## config.mk

```make
export PLATFORM = sky130hd
export DESIGN_NAME = buffer_rx_pack
export DESIGN_NICKNAME = d
export VERILOG_FILES = /design/src/rtl/buffer_rx_pack.sv
export SDC_FILE = /design/constraint.sdc
export NUM_CORES = 1
export LEC_CHECK = 0
export BUFFER_PORTS_ARGS = -buffer_cell sky130_fd_sc_hd__buf_4
export CORE_ASPECT_RATIO = 1.5
export CORE_MARGIN = 1
export CORE_UTILIZATION = 50
export DETAILED_ROUTE_END_ITERATION = 16
export HOLD_SLACK_MARGIN = 0.03
export PLACE_DENSITY = 0.71
export REMOVE_ABC_BUFFERS = 1
export SYNTH_ARGS = -nofsm -noshare
export SYNTH_HDL_FRONTEND = slang
export SYNTH_SLANG_ARGS = --single-unit
```

## constraint.sdc

```tcl
create_clock -name clk -period 2.4 [get_ports clk]
set_input_delay 0.48 -clock clk [delete_from_list [all_inputs] [get_ports clk]]
set_output_delay 0.48 -clock clk [all_outputs]
set_load 0.1 [all_outputs]
```

## src/rtl/buffer_rx_pack.sv

```systemverilog
// buffer_rx_pack: packs four RX FIFO bytes (first byte in [7:0]) into one 32-bit word for the AXI4-Lite read path.
// Optional BUFFER_RX_TIMEOUT_EN flushes a partial word after TIMEOUT_CYCLES idle cycles.
module buffer_rx_pack #(
    parameter int TIMEOUT_CYCLES = 1024,
    parameter int TMR_W          = 11
) (
    input  logic        clk,
    input  logic        rst,
    input  logic        empty,
    input  logic [7:0]  in_data,
    output logic        rd_en,
    input  logic        rxReady,
    output logic        rxValid,
    output logic [31:0] data_out,
    output logic [2:0]  byte_cnt,
    output logic        partial
);
    localparam logic [2:0] S_BYTE0 = 3'd0;
    localparam logic [2:0] S_BYTE1 = 3'd1;
    localparam logic [2:0] S_BYTE2 = 3'd2;
    localparam logic [2:0] S_BYTE3 = 3'd3;
    localparam logic [2:0] S_HOLD  = 3'd4;

    if (TMR_W < 1 || TMR_W > 30 || (1 << TMR_W) <= TIMEOUT_CYCLES) begin : g_bad_cfg
        $error("buffer_rx_pack: 2**TMR_W must exceed TIMEOUT_CYCLES");
    end

    logic [2:0]  state_q, state_d;
    logic [23:0] shift_q, shift_d;
    logic [31:0] data_q, data_d;
    logic        valid_q, valid_d;
    logic [2:0]  cnt_q, cnt_d;
    logic        partial_q, partial_d;
    logic        collecting, timeout, pop, handshake;

    assign collecting = (state_q <= S_BYTE3);
    assign handshake  = valid_q && rxReady;

`ifdef BUFFER_RX_TIMEOUT_EN
    logic [TMR_W-1:0] timer_q, timer_d;
    logic             timing;

    // timer only runs while a word is partly filled
    assign timing  = (state_q == S_BYTE1) || (state_q == S_BYTE2) || (state_q == S_BYTE3);
    assign timeout = timing && (timer_q == TMR_W'(TIMEOUT_CYCLES));
    assign timer_d = (pop || timeout) ? '0 : (timing && empty) ? timer_q + 1'b1 : timer_q;

    always_ff @(posedge clk or negedge rst) begin
        if (!rst) begin
            timer_q <= '0;
        end else begin
            timer_q <= timer_d;
        end
    end
`else
    assign timeout = 1'b0;
`endif

    assign pop   = rst && !empty && collecting && !timeout;
    assign rd_en = pop;

    always_comb begin
        state_d   = state_q;
        shift_d   = shift_q;
        data_d    = data_q;
        valid_d   = valid_q;
        cnt_d     = cnt_q;
        partial_d = partial_q;
        if (handshake) begin
            state_d   = S_BYTE0;
            shift_d   = '0;
            valid_d   = 1'b0;
            cnt_d     = 3'd0;
            partial_d = 1'b0;
        end else if (timeout) begin
            data_d    = {8'h00, shift_q};
            valid_d   = 1'b1;
            partial_d = 1'b1;
            state_d   = S_HOLD;
        end else if (pop && state_q == S_BYTE3) begin
            data_d    = {in_data, shift_q};
            valid_d   = 1'b1;
            partial_d = 1'b0;
            cnt_d     = 3'd4;
            state_d   = S_HOLD;
        end else if (pop) begin
            shift_d[{state_q[1:0], 3'b000} +: 8] = in_data;
            cnt_d   = state_q + 3'd1;
            state_d = state_q + 3'd1;
        end
    end

    always_ff @(posedge clk or negedge rst) begin
        if (!rst) begin
            state_q   <= S_BYTE0;
            shift_q   <= '0;
            data_q    <= '0;
            valid_q   <= 1'b0;
            cnt_q     <= 3'd0;
            partial_q <= 1'b0;
        end else begin
            state_q   <= state_d;
            shift_q   <= shift_d;
            data_q    <= data_d;
            valid_q   <= valid_d;
            cnt_q     <= cnt_d;
            partial_q <= partial_d;
        end
    end

    assign rxValid  = valid_q;
    assign data_out = data_q;
    assign byte_cnt = cnt_q;
    assign partial  = partial_q;
endmodule

```

==> flow_summary.rst <==
.. list-table::
   :header-rows: 1

   * - Metric
     - Value
   * - Initial drt markers
     - 58
   * - Gates resized, CTS repair
     - 0
   * - Min Hold Slack
     - 0.373 ns
   * - Endpoint class of the critical path
     - output pin
   * - Number of antenna-violating nets in the routed design
     - 0
   * - Status
     - complete, no violations
   * - Combinational family with the most area after synthesis
     - multiplexers
   * - Crit-path max cell delay
     - 0.53 ns
   * - Via count of the first global-routing pass
     - 1,729
   * - Instance count after placement with tap cells included
     - 321
   * - Leakage power of the design
     - 1.79 nW
   * - Wire length of the first global-routing pass
     - just under 9000 um
   * - Largest net degree at the start of global routing
     - 36
   * - Post-detailed-route DRC marker count
     - 0
   * - Area growth from synthesis to layout
     - 25.1%
   * - Diodes inserted
     - 0
   * - Top cell by count, worst path
     - buf_4
   * - Slew margin rel.
     - 53.3%
   * - Height of the chip
     - 91.7 um
   * - Synthesized instance count
     - 212
   * - Endpoint, Worst Hold
     - rxValid
   * - Number of failing setup endpoints in the final timing report
     - 0
   * - Post-layout min period
     - 2.33 ns
   * - Post-synthesis mux area share
     - 22.8%
   * - Power density over the cells
     - around 1200 mW/mm^2
   * - Tightest Pin Transition
     - 0.700 ns
   * - Worst clock skew
     - about 0.0077 ns
   * - Fin crit share
     - 97.0%
   * - WL per Instance
     - 15.6 um
   * - Critical Path Source Type
     - primary input
   * - Crit path kind
     - primary input to output pin
   * - Worst path setup slack after routing
     - 0.0718 ns
   * - Via total after detailed routing
     - 1,773
   * - Simple-gate area share of the yosys netlist
     - approximately 12%
   * - Initial core utilization
     - 51.9%
   * - Setup repair bufs after CTS
     - 0
   * - Maximum clock insertion buffer count
     - 2
   * - Crit-path max FO
     - 6
   * - Full die area
     - 0.00567 mm^2
   * - Average vias per placed instance
     - 5.25
   * - Post-synthesis compound-gate area fraction
     - 3.36%
   * - Overall fraction of global-route tracks in use
     - 21.8%
   * - Share of post-route cells with drive strength above 1
     - 38.1%
   * - Post-synthesis adder-cell area fraction
     - under 10%
   * - CP max-delay cell
     - dlygate4sd3_1
   * - Post-synthesis xor/xnor area fraction
     - 0%
   * - Post-DP Area
     - 0.00311 mm^2
   * - Clock slew seen by the registers of the worst setup and hold paths
     - 0.06 ns
   * - Final Instance Area
     - 0.00335 mm^2
   * - Cell family contributing the most delay on the critical path
     - buffers and inverters
   * - Io pins
     - 50
   * - Bufs and invs on worst path
     - 3
   * - Number of unique standard cell types used by synthesis
     - 28
   * - Setup repair after global routing missed its margin
     - false
   * - Filler-free cell count of the finished design
     - about 340
   * - Post-detailed-routing wire length
     - 5290 um
   * - Core box area
     - approximately 0.0052 mm^2
   * - Flip-flop and latch count after synthesis
     - 60
   * - Number of buffers created by CTS
     - 9
   * - Register area share after synthesis
     - 56.0%
   * - Synthesized cell area
     - approximately 0.0027 mm^2
   * - CTS sink cnt
     - 60
   * - Post-place setup slack
     - 0.410 ns
   * - Post-synthesis area per instance
     - 12.6 um^2
   * - Die width
     - 61.8 um
   * - Internal reg-to-reg setup slack
     - 0.39 ns
   * - Detailed placer's ending HPWL
     - 3480 um
   * - Depth of the worst hold-timing path
     - 2
   * - Req. time, crit path
     - around 1.9 ns
   * - TritonCTS clock tree
     - built
   * - R2R depth
     - 5
   * - Total power consumption of the routed design
     - about 4.0 mW
   * - Worst-Skew Late Latency
     - 0.33 ns
   * - Max capacitance violation total
     - 0
   * - Number of endpoints with negative hold slack in the final report
     - 0
   * - Number of H-tree branching levels
     - 3
   * - Count of filler cells inserted in the layout
     - slightly above 400
   * - Fin nets
     - 283
   * - Path category of the worst min-delay check
     - primary input to flip-flop
   * - Highest achievable clock rate
     - 0.430 GHz
   * - Startpoint of the most critical hold path
     - rxReady
   * - Std cell rows
     - 32
   * - Count of buffers from port buffering
     - 48
   * - Total number of yosys warnings
     - 0
   * - Total overflow reported by the global router
     - 0
   * - Clock root buffer
     - clkbuf_8
   * - Weighted congestion at the end of routability-driven global placement
     - 0.825
   * - Capture point of the worst reg-to-reg path
     - shift_q[9]
   * - First-pass iteration count of the detailed router
     - 4
   * - Number of antenna violations at the first check in global routing
     - 0
   * - Data arrival time of the critical path
     - 1.85 ns
   * - Worst reg2reg path startpoint
     - byte_cnt[0]
   * - Worst VDD drop
     - 713 uV
   * - Cells traversed along the worst timing path
     - dlygate4sd3_1, buf_4, nor2b_1, o21a_1, buf_4
   * - Pins Over Slew Limit
     - 0
==> worst register-to-register path: stages, from the launching register on <==
cell	delay, ns
dfrtp_1	0.49
ha_1	0.25
ha_1	0.26
a21oi_1	0.36
nand3_2	0.32
mux2i_1	0.26
==> Yosys cell counts (all sizes together) <==
| cell type | number | area [um^2] |
|---|---|---|
| dfrtp | 60 | 1500 |
| mux2 | 32 | 360 |
| nand2 | 28 | 105 |
| nand3 | 27 | 150 |
| mux2i | 25 | 250 |
| buf | 8 | 46.3 |
| a21oi | 6 | 45.1 |
| ha | 6 | 75.1 |
| inv | 4 | 15.0 |
| clkbuf | 3 | 11.3 |
| and3b | 2 | 17.5 |
| a21boi | 1 | 7.51 |
| a21o | 1 | 7.51 |
| a31o | 1 | 8.76 |
| and4b | 1 | 10.0 |
| conb | 1 | 3.75 |
| nand3b | 1 | 20.0 |
| nor2b | 1 | 6.26 |
| nor3b | 1 | 18.8 |
| o21a | 1 | 7.51 |
| o21ai | 1 | 5.00 |
| o311ai | 1 | 8.76 |
==> cell families (layout without fill, tap and decap cells) <==
family | after synthesis | after routing
AO/OA/AOI/OAI | 12 | 12
adder cells (fa/ha/maj) | 6 | 6
buffers and inverters | 15 | 73
flip-flops | 60 | 60
other | 1 | 1
AND/OR/NAND/NOR | 61 | 61
multiplexers | 57 | 57
==> layout make-up <==
type                       instances  area, um^2  share of cell area [%]
sequential                        60        1500                    44.8
multi-input combinational        137        1110                    33.0
timing repair buffer              53         413                    12.3
clock buffer                      12         135                    4.03
clock inverter                     4        97.6                    2.91
tap                               68        85.1                    2.54
inverter                           4        15.0                   0.448
==> state kept, by name, summed over array words and instances, names as in the netlist <==
signal and cells:
rxValid 1, shift_q 24, byte_cnt 3, data_out 32
==> worst max-delay path by stage <==
stage | startpoint | to | cells past startpoint
finish | rst | rd_en | 5
global route | rst | rd_en | 5
CTS | rst | rd_en | 5
detailed placement | byte_cnt[0] | shift_q[9] | 5
global placement | byte_cnt[0] | shift_q[16] | 5
floorplan | byte_cnt[0] | rd_en | 3
==> through the flow <==
| stage | util, % | TNS (ns) |
|---|---|---|
| CTS | 64.9 | 0 |
| detailed placement | 60.2 | 0 |
| global route | 64.9 | 0 |
| global placement | 60.2 | 0 |
| floorplan | - | -12.73 |
| finish | 64.9 | 0 |
==> layout by cell type, fill, tap and decap left out <==
cell	instances
a31o_2	1
clkinvlp_4	1
and4b_1	1
buf_4	51
nor2b_1	1
dfrtp_1	60
buf_12	1
inv_1	4
bufinv_16	3
nand3b_4	1
nand3_2	3
a21oi_4	1
a21oi_1	4
nand2_1	28
nand3_1	24
mux2_1	2
a21o_1	1
ha_1	6
o21a_1	1
mux2_2	30
mux2i_1	25
o21ai_0	1
dlygate4sd3_1	1
clkbuf_1	3
clkbuf_8	9
o311ai_0	1
and3b_1	2
conb_1	1
nor3b_4	1
a21oi_2	1
a21boi_0	1
==> timing repair <==
| action | in CTS | in global routing |
|---|---|---|
| hold buffers | 1 | 0 |
| setup endpoints to repair | 0 | 0 |
| endpoints found under the hold margin | 1 | 0 |
==> layer usage <==
metal | global-route usage [%] | vias up | part of all wire (%)
met5 | 0 | - | 0
met4 | 10.6 | 0 | 1.7
met3 | 5.92 | 6 | 3.3
met2 | 33.8 | 35 | 51
met1 | 27.3 | 884 | 44
li1 | - | 848 | -
==> power breakdown <==
part,internal [mW],switching [mW],total [mW]
registers,1.16,0.123,1.29
clock network,0.691,0.390,1.08
logic,0.369,1.22,1.59
Note: power is estimated with default switching activity, not from simulation.
